[src/rtl/fpu_seq_responder.sv]
// fpu_seq_responder: handshaked arithmetic unit (add/sub/and in one cycle,
// unsigned multiply by iterative shift-add, one multiplier bit per cycle).
module fpu_seq_responder #(
    parameter int unsigned WIDTH = 8
) (
    input  logic                 clk,
    input  logic                 rst,
    input  logic                 req_valid,
    output logic                 req_ready,
    input  logic [WIDTH-1:0]     a,
    input  logic [WIDTH-1:0]     b,
    input  logic [1:0]           sel,
    output logic                 rsp_valid,
    input  logic                 rsp_ready,
    output logic [2*WIDTH-1:0]   y,
    output logic                 zero,
    output logic [1:0]           op_out
);

    localparam int unsigned RW = 2 * WIDTH;
    localparam int unsigned CW = (WIDTH > 1) ? $clog2(WIDTH) : 1;

    typedef enum logic [1:0] {
        IDLE = 2'd0,
        MUL  = 2'd1,
        DONE = 2'd2
    } state_t;

    state_t          state_q;
    state_t          state_d;
    logic [CW-1:0]   count_q;
    logic [WIDTH-1:0] a_q;
    logic [WIDTH-1:0] b_q;
    logic [RW-1:0]   acc_q;
    logic [RW-1:0]   acc_next;
    logic [RW-1:0]   alu_result;
    logic            accept;
    logic            mul_last;

    // Next-state decode, single-cycle ALU result and next partial product.
    always_comb begin
        state_d    = state_q;
        accept     = 1'b0;
        mul_last   = 1'b0;
        alu_result = '0;
        acc_next   = acc_q + (b_q[count_q] ? (RW'(a_q) << count_q) : RW'(0));

        // Unknown sel bits fall through to the AND branch.
        case (sel)
            2'b00:   alu_result = RW'(a) + RW'(b);
            2'b01:   alu_result = RW'(a) - RW'(b);
            2'b10:   alu_result = '0;
            default: alu_result = {{WIDTH{1'b0}}, a & b};
        endcase

        case (state_q)
            IDLE: begin
                if (req_valid && req_ready) begin
                    accept = 1'b1;
                    case (sel)
                        2'b10:   state_d = MUL;
                        default: state_d = DONE;
                    endcase
                end
            end
            MUL: begin
                if (count_q == CW'(WIDTH - 1)) begin
                    mul_last = 1'b1;
                    state_d  = DONE;
                end
            end
            DONE: begin
                if (rsp_valid && rsp_ready) begin
                    state_d = IDLE;
                end
            end
            default: state_d = IDLE;
        endcase
    end

    // State register.
    always_ff @(posedge clk or posedge rst) begin
        if (rst) begin
            state_q <= IDLE;
        end else begin
            state_q <= state_d;
        end
    end

    // Operand capture, multiplier iteration and registered response outputs.
    always_ff @(posedge clk or posedge rst) begin
        if (rst) begin
            req_ready <= 1'b1;
            rsp_valid <= 1'b0;
            y         <= '0;
            zero      <= 1'b0;
            op_out    <= 2'b00;
            count_q   <= '0;
            a_q       <= '0;
            b_q       <= '0;
            acc_q     <= '0;
        end else begin
            req_ready <= (state_d == IDLE);
            rsp_valid <= (state_d == DONE);

            if (accept) begin
                a_q     <= a;
                b_q     <= b;
                count_q <= '0;
                acc_q   <= '0;
                if (state_d == DONE) begin
                    y      <= alu_result;
                    zero   <= (alu_result == '0);
                    op_out <= sel;
                end
            end

            if (state_q == MUL) begin
                acc_q   <= acc_next;
                count_q <= count_q + CW'(1);
                if (mul_last) begin
                    y      <= acc_next;
                    zero   <= (acc_next == '0);
                    op_out <= 2'b10;
                end
            end
        end
    end

endmodule

[config.mk]
export PLATFORM = sky130hd
export DESIGN_NAME = fpu_seq_responder
export DESIGN_NICKNAME = d
export VERILOG_FILES = /design/src/rtl/fpu_seq_responder.sv
export SDC_FILE = /design/constraint.sdc
export NUM_CORES = 1
export LEC_CHECK = 0
export BUFFER_PORTS_ARGS = -buffer_cell sky130_fd_sc_hd__buf_4
export CORE_UTILIZATION = 60
export DETAILED_ROUTE_END_ITERATION = 12
export GPL_ROUTABILITY_DRIVEN = 0
export PLACE_DENSITY = 0.88
export SYNTH_ARGS = -nofsm -noshare
export SYNTH_HDL_FRONTEND = slang
export SYNTH_SLANG_ARGS = --single-unit
[constraint.sdc]
create_clock -name clk -period 4.2 [get_ports clk]
set_clock_uncertainty 0.2 [all_clocks]
set_input_delay 0.21 -clock clk [delete_from_list [all_inputs] [get_ports clk]]
set_output_delay 0.21 -clock clk [all_outputs]
set_load 0.005 [all_outputs]
==> impl_metrics.yaml, run 1 <==
clocking:
  cts_inserted_buffers: 9
  cts_max_path_buffers: 2
  clockRootBuffer: "clkbuf_8"
  cts_resized: 0
  clkSinkCount: 58
  clkLatencyLatePin_ps: 350
  cts_tree: "built"
  clk_pin_slew_worst_paths_ps: 80
  post_cts_buffers: 0
  h-tree-depth: 3
timing:
  hold_viol_final: 0
  fin_crit_sh_pct: 93.97
  fmax_ghz: 0.2534
  period_minus_slack_ps: 3947
  slew_headroom_pct: 33.46
  finalMaxSlewViolations: 0
  whs_ps: 15.88
  rsz0062_at_grt: "false"
  tns_ps: 0
  setup_viol: 0
  tightest_slew_ps: 994.5
routing:
  finalWirelength_mm: 12.10
  wl_per_cell_um: 18.16
  ant_nets: 0
  remaining_drc_errors: 0
  num_vias: 4197
  vias_per_cell: 6.302
  drt_iter0_drc: 441
  first_pass_iters: 7
worst_setup_path:
  crit_chain: "mux4_2, nand2_1, and2_1, a21oi_1, ha_1, o21ai_0, o21bai_1, a21oi_1, or2_2, a31oi_1, xnor2_1, nand4_1, o21ai_2"
  worstSetupPathType: "reg -> reg"
  critPathRequiredTime_ps: 4280
  slowest_stage: "dfrtp_1"
  start_kind: "flip-flop"
  max_stage_delay_ps: 750
  critPathTopFamily: "compound AO/OA/AOI/OAI gates"
  critPathCaptureType: "flip-flop"
  cp_max_fo: 18
  cp.arrival_ps: 4030
  crit_buf_inv: 0
  cp_common_cell: "a21oi_1"
synth:
  synth_largest_area_cell: "dfrtp_1"
  syn-cell-area_um2: 4387
  syn-num-nets: 579
  async_flop_share_pct: 100.0
  synth.area.top_cells: "dfrtp_1 33%, ha_1 9.4%, nand2_1 7.6%"
  syn_area_per_cell_um2: 8.420
  yosysTopAreaCellShare_pct: 32.52
  yosys.cell_types.count: 71
  synth-edff-count: 0
  synth_cells: 521
  ys_warn_count: 0
  seq_area_frac_synth_pct: 33.11
  synth_ff_type: "dfrtp_1"
  ys_ff_latch: 58
grt:
  track_usage_pct: 33.43
  grt_pass1_wl_mm: 19.39
  grt_max_degree: 59
  gr-total-overflow: 0
  grt_pass1_vias: 3893
  antenna_found_initial: 0
flow_run:
  drv_cap: 0
layout:
  area_growth_pct: 16.60
  regArea_um2: 1453
  layout-drive-gt1-share_pct: 16.67
  num_antenna_cells: 0
  multi_input_area_um2: 2724
  final_cell_mix: "89 x nand2_1, 57 x dfrtp_1, 47 x buf_4, 42 x o21ai_0, 38 x nor2_1"
  nFillCells: 440
  final_nets: 623
  final_common_cell: "nand2_1"
placed_design:
  port_buffers: 42
  hpwl_mm: 8.301
floorplan:
  dieArea_um2: 7657
  die_x_um: 87.51
  initial_core_util_pct: 63.17
  num_rows: 30
  io_pins: 43
  core_area_um2: 6944
  die_h_um: 87.51
power:
  power_density_nw_per_um2: 621.5
  power_leakage_nw: 2.354
  irDropWorstVdd_v: 0.0004982
worst_hold_path:
  hold_path.class: "in -> reg"
run_status:
  status: "finished clean"
timing repair:
action                     in CTS  in global routing
hold buffers                   13                  0
hold endpoints to repair       69                  0
setup endpoints to repair       0                  0
worst register-to-register path: stages (launching register included):
cell,delay [ps]
dfrtp_1,750
mux4_2,410
nand2_1,150
and2_1,270
a21oi_1,80
ha_1,390
o21ai_0,170
o21bai_1,260
a21oi_1,130
or2_2,310
a31oi_1,200
xnor2_1,250
nand4_1,170
o21ai_2,140
Yosys cell counts, types with 2 or more instances:
| cell type | instances |
|---|---|
| a211oi_2 | 2 |
| o21a_1 | 3 |
| xnor2_1 | 15 |
| nor3_1 | 7 |
| nand2b_1 | 7 |
| o21ai_1 | 8 |
| buf_4 | 2 |
| a31oi_1 | 3 |
| fa_1 | 3 |
| o21ai_0 | 42 |
| nand3b_1 | 2 |
| mux2_2 | 3 |
| o22ai_1 | 4 |
| nor2_1 | 38 |
| o31ai_2 | 3 |
| and2_1 | 6 |
| mux4_2 | 2 |
| o31ai_1 | 2 |
| a211oi_1 | 7 |
| buf_2 | 6 |
| clkbuf_1 | 18 |
| nor2b_1 | 8 |
| or2_2 | 2 |
| a21o_1 | 3 |
| ha_1 | 33 |
| a21oi_1 | 34 |
| a211o_1 | 3 |
| nor3_2 | 3 |
| xor2_1 | 7 |
| nor3b_1 | 2 |
| nand3_1 | 21 |
| inv_1 | 22 |
| nand2_1 | 89 |
| and3_1 | 4 |
| o211ai_1 | 5 |
| o21bai_1 | 3 |
| mux2i_1 | 9 |
| dfrtp_1 | 57 |
sequential cells by signal (all words and copies together), names as in the netlist:
register	flops
a_q	8
req_ready	1
op_out	2
b_q	8
y	16
state_q	2
count_q	3
zero	1
rsp_valid	1
acc_q	16
cell type report:
cell class                      count  share of cell area [%]
Multi-Input combinational cell    413                   53.25
Clock buffer                        9                   2.422
Sequential cell                    58                   28.40
Inverter                           23                   1.688
Tap cell                           96                   2.348
Timing Repair Buffer               60                   9.442
Clock inverter                      7                   2.446
kinds of logic after synthesis:
logic type	Yosys count	share of synthesized area (%)
buffers and inverters	50	4.792
adders and majority gates	36	10.78
xor gates and xnor gates	22	4.393
AOI/OAI and AO/OA	141	21.62
DFF	58	33.11
muxes	14	3.850
and+or+nand+nor	200	21.45
layer usage:
metal  track usage, %  part of all wire, %  vias to the layer above
met4            14.90                  3.6                        0
li1                 -                    -                     1922
met5                0                    0                        -
met3            5.972                  8.1                       48
met2            53.98                   48                      255
met1            44.22                   40                     1972
power breakdown:
group / internal, mW / switching, mW / total [mW] / leakage, nW
logic: 0.635 / 0.894 / 1.53 / 1.49
clock network: 0.399 / 0.255 / 0.654 / 0.124
registers: 0.796 / 0.200 / 0.996 / 0.740
final timing paths:
path / to / depth (start not counted) / startpoint / slack (ps)
max in group asynchronous: acc_q[3] / 4 / rst / 2890
hold / removal: b_q[3] / 3 / b[3] / 20
hold reg to reg: b_q[0] / 2 / b_q[0] / 280
min in group asynchronous: state_q[0] / 4 / rst / 420
setup / recovery: zero / 13 / count_q[1] / 250
setup reg to reg: zero / 13 / count_q[1] / 250
per-stage QoR:
step | instances | total power [mW] | worst slack (ps) | cell area [um^2] | util, %
3_3_place_gp | 637 | 2.402 | 640.0 | 4736 | 68.20
4_1_cts | 666 | 3.137 | 341.8 | 5115 | 73.66
2_1_floorplan | 521 | 1.999 | 765.6 | 4387 | -
3_5_place_dp | 637 | 2.459 | 395.8 | 4736 | 68.20
6_report | 666 | 3.179 | 253.1 | 5115 | 73.66
5_1_grt | 666 | 3.370 | 73.36 | 5115 | 73.66
Note: power is estimated with default switching activity, not from simulation.
==> run 2, diff against run 1 <==
--- a/config.mk
+++ b/config.mk
@@ -5,11 +5,14 @@
 export SDC_FILE = /design/constraint.sdc
 export NUM_CORES = 1
 export LEC_CHECK = 0
+export ABC_AREA = 1
 export BUFFER_PORTS_ARGS = -buffer_cell sky130_fd_sc_hd__buf_4
-export CORE_UTILIZATION = 60
+export CORE_UTILIZATION = 61
+export CTS_CLUSTER_DIAMETER = 40
 export DETAILED_ROUTE_END_ITERATION = 12
 export GPL_ROUTABILITY_DRIVEN = 0
-export PLACE_DENSITY = 0.88
+export MAX_ROUTING_LAYER = met4
+export PLACE_DENSITY = 0.89
 export SYNTH_ARGS = -nofsm -noshare
 export SYNTH_HDL_FRONTEND = slang
 export SYNTH_SLANG_ARGS = --single-unit
==> impl_metrics.yaml, run 2 <==
floorplan:
  core_area_um2: 7331
  dieArea_um2: 8017
  die_h_um: 89.54
  io_pins: 43
  num_rows: 31
  initial_core_util_pct: 63.77
  die_x_um: 89.54
placed_design:
  dpl.cell_count: 825
  placed_cell_area_um2: 5022
  port_buffers: 42
  dp_slack_ps: 634.9
  hpwl_mm: 9.644
run_status:
  status: "finished, violations left"
  violations: "hold timing"
clocking:
  clkLatencyLatePin_ps: 360
  clk_pin_slew_worst_paths_ps: 80
  cts_tree: "built"
  clockRootBuffer: "clkbuf_8"
  cts_inserted_buffers: 9
  cts_max_path_buffers: 2
  clkSinkCount: 58
  h-tree-depth: 3
  cts_resized: 0
worst_setup_path:
  critPathRequiredTime_ps: 4300
  start_kind: "flip-flop"
  max_stage_delay_ps: 700
  worstSetupPathType: "reg -> reg"
  r2r_start: "count_q[0]"
  cp_common_cell: "nand2_1"
  crit_chain: "inv_1, a21oi_1, o21ai_0, o21ai_0, nand2_1, nor3_1, ha_1, nand2_1, nand2_1, nand2_1, xor2_1, nand3_1, nor3_4, nand3_1, nand2_1, nand2_1, inv_1"
  r2r_end: "zero"
  cp.arrival_ps: 3930
  critPathCaptureType: "flip-flop"
  cp_max_fo: 21
  slowest_stage: "dfrtp_1"
  r2r_cells: 17
  r2r_setup_slack_ps: 370
  critPathTopFamily: "simple AND/OR/NAND/NOR gates"
  crit_buf_inv: 2
synth:
  yosys.cell_types.count: 36
  ys_warn_count: 0
  yosysTopAreaCellShare_pct: 30.51
  synth.most_common_cell: "nand2_1"
  synth_largest_area_cell: "dfrtp_1"
  ys_ff_latch: 58
  syn_area_per_cell_um2: 6.649
  synth-edff-count: 0
  syn-cell-area_um2: 4674
  syn-num-nets: 761
  synth_commonest_cells: "211 x nand2_1, 98 x inv_1, 66 x o21ai_0, 57 x dfrtp_1, 53 x nand3_1"
  synth.area.top_cells: "dfrtp_1 31%, nand2_1 17%, ha_1 8.8%"
  synth_cells: 703
  seq_area_frac_synth_pct: 31.08
  synth_ff_type: "dfrtp_1"
  async_flop_share_pct: 100.0
routing:
  vias_per_cell: 5.767
  ant_nets: 0
  finalWirelength_mm: 13.35
  drt_iter0_drc: 462
  first_pass_iters: 6
  num_vias: 4931
  remaining_drc_errors: 0
  wl_per_cell_um: 15.61
layout:
  num_antenna_cells: 0
  design_area_um2: 5364
  nFillCells: 532
  area_growth_pct: 14.75
  final_nets: 809
  reg_top3: "acc_q x16, y x16"
  final_util_pct: 73.17
  regArea_um2: 1453
  final_cell_mix: "211 x nand2_1, 97 x inv_1, 66 x o21ai_0, 57 x dfrtp_1, 53 x nand3_1"
  finalNonFillerCells: 855
  layout-drive-gt1-share_pct: 13.49
  final_common_cell: "nand2_1"
  multi_input_area_um2: 2714
grt:
  track_usage_pct: 37.04
  gr-total-overflow: 0
  grt_pass1_vias: 4674
  antenna_found_initial: 0
  grt_max_degree: 59
  grt_pass1_wl_mm: 21.57
timing:
  finalMaxSlewViolations: 0
  fmax_ghz: 0.2612
  tns_ps: 0
  fin_ws_ps: 372.0
  setup_viol: 0
  tightest_slew_ps: 762.2
  rsz0062_at_grt: "false"
  slew_headroom_pct: 49.13
  hold_viol_final: 1
  whs_ps: -3.161
  fin_crit_sh_pct: 91.14
  period_minus_slack_ps: 3828
power:
  finalPower_mw: 2.854
  irDropWorstVdd_v: 0.0004695
  power_density_nw_per_um2: 532.1
  power_leakage_nw: 2.920
worst_hold_path:
  min_delay_worst_endpoint: "rsp_valid"
  hold_path.class: "in -> reg"
  holdPathStages: 4
  min_from: "rsp_ready"
flow_run:
  drv_cap: 0
-- run 2: changes by cell type in the layout (fill, tap and decap cells not counted), moves of 8 or more --
cell     change
nand3_1     +32
inv_1       +76
o21ai_0     +24
xnor2_1     -13
a21oi_1     -11
nor2_1       +8
nand2_2     +11
nor2b_1      -8
inv_2       +10
nand2_1    +122
-- run 2: worst register-to-register path, cell delays in order (launching register included) --
cell     delay (ps)
dfrtp_1         700
inv_1           240
a21oi_1         210
o21ai_0         100
o21ai_0         100
nand2_1         150
nor3_1          420
ha_1            330
nand2_1          60
nand2_1         120
nand2_1         100
xor2_1          330
nand3_1         220
nor3_4          250
nand3_1          90
nand2_1          60
nand2_1          50
inv_1            50
-- run 2: cells by family after synthesis --
family | Yosys count | share of synthesized area (%)
and+or+nand+nor | 358 | 33.32
buffers and inverters | 129 | 10.87
AOI/OAI and AO/OA | 117 | 13.62
DFF | 58 | 31.08
adders and majority gates | 36 | 10.12
xor gates and xnor gates | 3 | 0.5622
muxes | 2 | 0.4283
-- run 2: layout make-up --
class	instances	share of cell area, %
well taps	99	2.309
repair buffers	57	8.631
clock buffers	9	2.309
multi-input cells	516	50.59
clock inverters	7	1.446
flip-flops and latches	58	27.08
inverters	109	7.628
-- run 2: what timing repair did --
item                       in CTS  in global routing
hold buffers                   14                  0
buffers inserted                0                  0
setup endpoints to repair       0                  0
hold endpoints to repair       70                  0
-- run 2: per-layer routing --
| layer | up-vias | share of wire (%) | wire (um) | track usage, % |
|---|---|---|---|---|
| met5 | - | 0 | 0 | - |
| li1 | 2354 | - | - | - |
| met2 | 266 | 47 | 6245 | 57.85 |
| met4 | 0 | 3.3 | 446 | 17.17 |
| met1 | 2266 | 42 | 5566 | 46.41 |
| met3 | 45 | 8.2 | 1090 | 7.018 |
-- run 2: how the worst max path moves through the flow --
stage               cells past startpoint       start  slack [ps]    to
finish                                 17  count_q[0]         370  zero
global route                           17  count_q[0]         130  zero
CTS                                    17  count_q[0]         450  zero
detailed placement                     20  count_q[0]         630  zero
global placement                       17  count_q[0]         780  zero
floorplan                              22  count_q[0]        1430  zero
-- run 2: where the power goes --
part / leakage [nW] / internal [mW] / switching (mW) / total [mW]
logic: 2.08 / 0.524 / 0.870 / 1.39
clock network: 0.0998 / 0.277 / 0.258 / 0.536
registers: 0.744 / 0.767 / 0.157 / 0.924
total: 2.92 / 1.57 / 1.29 / 2.85
==> run 3, diff against run 2 <==
--- a/config.mk
+++ b/config.mk
@@ -7,12 +7,14 @@
 export LEC_CHECK = 0
 export ABC_AREA = 1
 export BUFFER_PORTS_ARGS = -buffer_cell sky130_fd_sc_hd__buf_4
-export CORE_UTILIZATION = 61
+export CORE_MARGIN = 5
+export CORE_UTILIZATION = 62
+export CTS_BUF_LIST = sky130_fd_sc_hd__clkbuf_4
 export CTS_CLUSTER_DIAMETER = 40
 export DETAILED_ROUTE_END_ITERATION = 12
 export GPL_ROUTABILITY_DRIVEN = 0
 export MAX_ROUTING_LAYER = met4
-export PLACE_DENSITY = 0.89
+export PLACE_DENSITY = 0.9
 export SYNTH_ARGS = -nofsm -noshare
 export SYNTH_HDL_FRONTEND = slang
 export SYNTH_SLANG_ARGS = --single-unit
==> impl_metrics.yaml, run 3 (synthesized netlist as in run 2, its figures left out) <==
clocking:
  post_cts_buffers: 0
  cts_resized: 0
  clk_pin_slew_worst_paths_ps: 120
  ctsHoldBuffers: 20
  cts_tree: "built"
  cts_inserted_buffers: 9
  h-tree-depth: 3
  clkLatencyLatePin_ps: 430
  cts_max_path_buffers: 2
  clockRootBuffer: "clkbuf_4"
  clkSinkCount: 58
floorplan:
  num_rows: 31
  io_pins: 43
  die_h_um: 96.83
  core_area_um2: 7292
  initial_core_util_pct: 64.10
  die_x_um: 96.83
  dieArea_um2: 9376
layout:
  reg_top3: "acc_q x16, y x16"
  final_cell_mix: "211 x nand2_1, 97 x inv_1, 66 x o21ai_0, 57 x dfrtp_1, 53 x nand3_1"
  final_nets: 815
  area_growth_pct: 15.34
  layout-drive-gt1-share_pct: 13.39
  num_antenna_cells: 0
  final_common_cell: "nand2_1"
placed_design:
  port_buffers: 42
  hpwl_mm: 9.820
worst_setup_path:
  start_kind: "flip-flop"
  r2r_end: "zero"
  r2r_setup_slack_ps: 450
  cp.arrival_ps: 3930
  cp_max_fo: 21
  worstSetupPathType: "reg -> reg"
  r2r_cells: 17
  critPathRequiredTime_ps: 4380
  r2r_start: "count_q[0]"
  critPathCaptureType: "flip-flop"
timing:
  rsz0062_at_grt: "false"
  fmax_ghz: 0.2666
  tns_ps: 0
  slew_headroom_pct: 48.09
  tightest_slew_ps: 777.8
  period_minus_slack_ps: 3750
  fin_crit_sh_pct: 89.29
  finalMaxSlewViolations: 0
  setup_viol: 0
  hold_viol_final: 0
  whs_ps: 192.0
run_status:
  status: "finished clean"
power:
  irDropWorstVdd_v: 0.0004646
  p_seq_share_pct: 32.6
  finalPower_mw: 2.822
  p_comb_share_pct: 49.6
  switchingPower_mw: 1.283
  p_sw_share_pct: 45.47
  power_leakage_nw: 2.928
  power_density_nw_per_um2: 523.5
  p_int_mw: 1.539
  p_clk_share_pct: 17.8
routing:
  wl_per_cell_um: 16.00
  num_vias: 5033
  ant_nets: 0
  finalWirelength_mm: 13.77
  remaining_drc_errors: 0
  drt_iter0_drc: 576
  vias_per_cell: 5.846
  first_pass_iters: 6
worst_hold_path:
  min_delay_worst_endpoint: "b_q[7]"
  min_from: "req_valid"
  hold_path.class: "in -> reg"
  holdPathStages: 3
grt:
  gr-total-overflow: 0
  grt_max_degree: 59
  grt_pass1_wl_mm: 22.29
  grt_pass1_vias: 4832
  antenna_found_initial: 0
  track_usage_pct: 29.57
flow_run:
  drv_cap: 0
## run 3: cell types whose count changed in the layout (fill, tap and decap cells not counted), sizes merged
cell,change
clkinv,-2
clkinvlp,+1
dlygate4sd3,+6
bufinv,+1
## run 3: per-layer routing
layer / GRT usage [%] / wire length (um) / vias up
li1: - / - / 2365
met1: 36.05 / 5624 / 2297
met2: 48.41 / 6431 / 308
met3: 5.324 / 1210 / 63
met4: 12.20 / 507 / 0
met5: - / 0 / -
## run 3: power by group through the flow
stage / sequential (mW) / clock, mW / combinational [mW]
after floorplan: 0.880 / 0 / 0.929
after global placement: 0.914 / 0 / 1.29
after detailed placement: 0.924 / 0 / 1.32
after CTS: 0.912 / 0.497 / 1.36
after global routing: 0.941 / 0.528 / 1.53
final: 0.919 / 0.502 / 1.40
## run 3: critical path, cell delays in order, from the launching register on
cell and delay (ps):
dfrtp_1 730, inv_1 220, a21oi_1 190, o21ai_0 90, o21ai_0 90, nand2_1 150
nor3_1 410, ha_1 320, nand2_1 70, nand2_1 120, nand2_1 100, xor2_1 310
nand3_1 190, nor3_4 260, nand3_1 100, nand2_1 60, nand2_1 50, inv_1 40
## run 3: area by class of cell
class | count | area [um^2]
sequential | 58 | 1453
fill | 534 | 1901
tap | 99 | 123.9
clock inverter | 7 | 101.3
inverter | 109 | 409.1
timing repair buffer | 63 | 523.0
clock buffer | 9 | 67.56
multi-input combinational | 516 | 2714
## run 3: worst max-delay path by stage
stage / startpoint / to / slack [ps] / cells past startpoint
3_3_place_gp: count_q[0] / zero / 790 / 17
6_report: count_q[0] / zero / 450 / 17
2_1_floorplan: count_q[0] / zero / 1430 / 22
3_5_place_dp: count_q[0] / zero / 600 / 17
4_1_cts: count_q[0] / zero / 570 / 17
5_1_grt: count_q[0] / zero / 190 / 17
## run 3: per-stage QoR
| step | cells | instance area [um^2] | utilization (%) | setup WS, ps |
|---|---|---|---|---|
| final | 861 | 5391 | 73.94 | 449.7 |
| after global routing | 861 | 5391 | 73.94 | 194.2 |
| after CTS | 861 | 5391 | 73.94 | 571.1 |
| after detailed placement | 825 | 5022 | 68.87 | 599.8 |
| after global placement | 825 | 5022 | 68.87 | 790.3 |
| after floorplan | 703 | 4674 | - | 1429 |
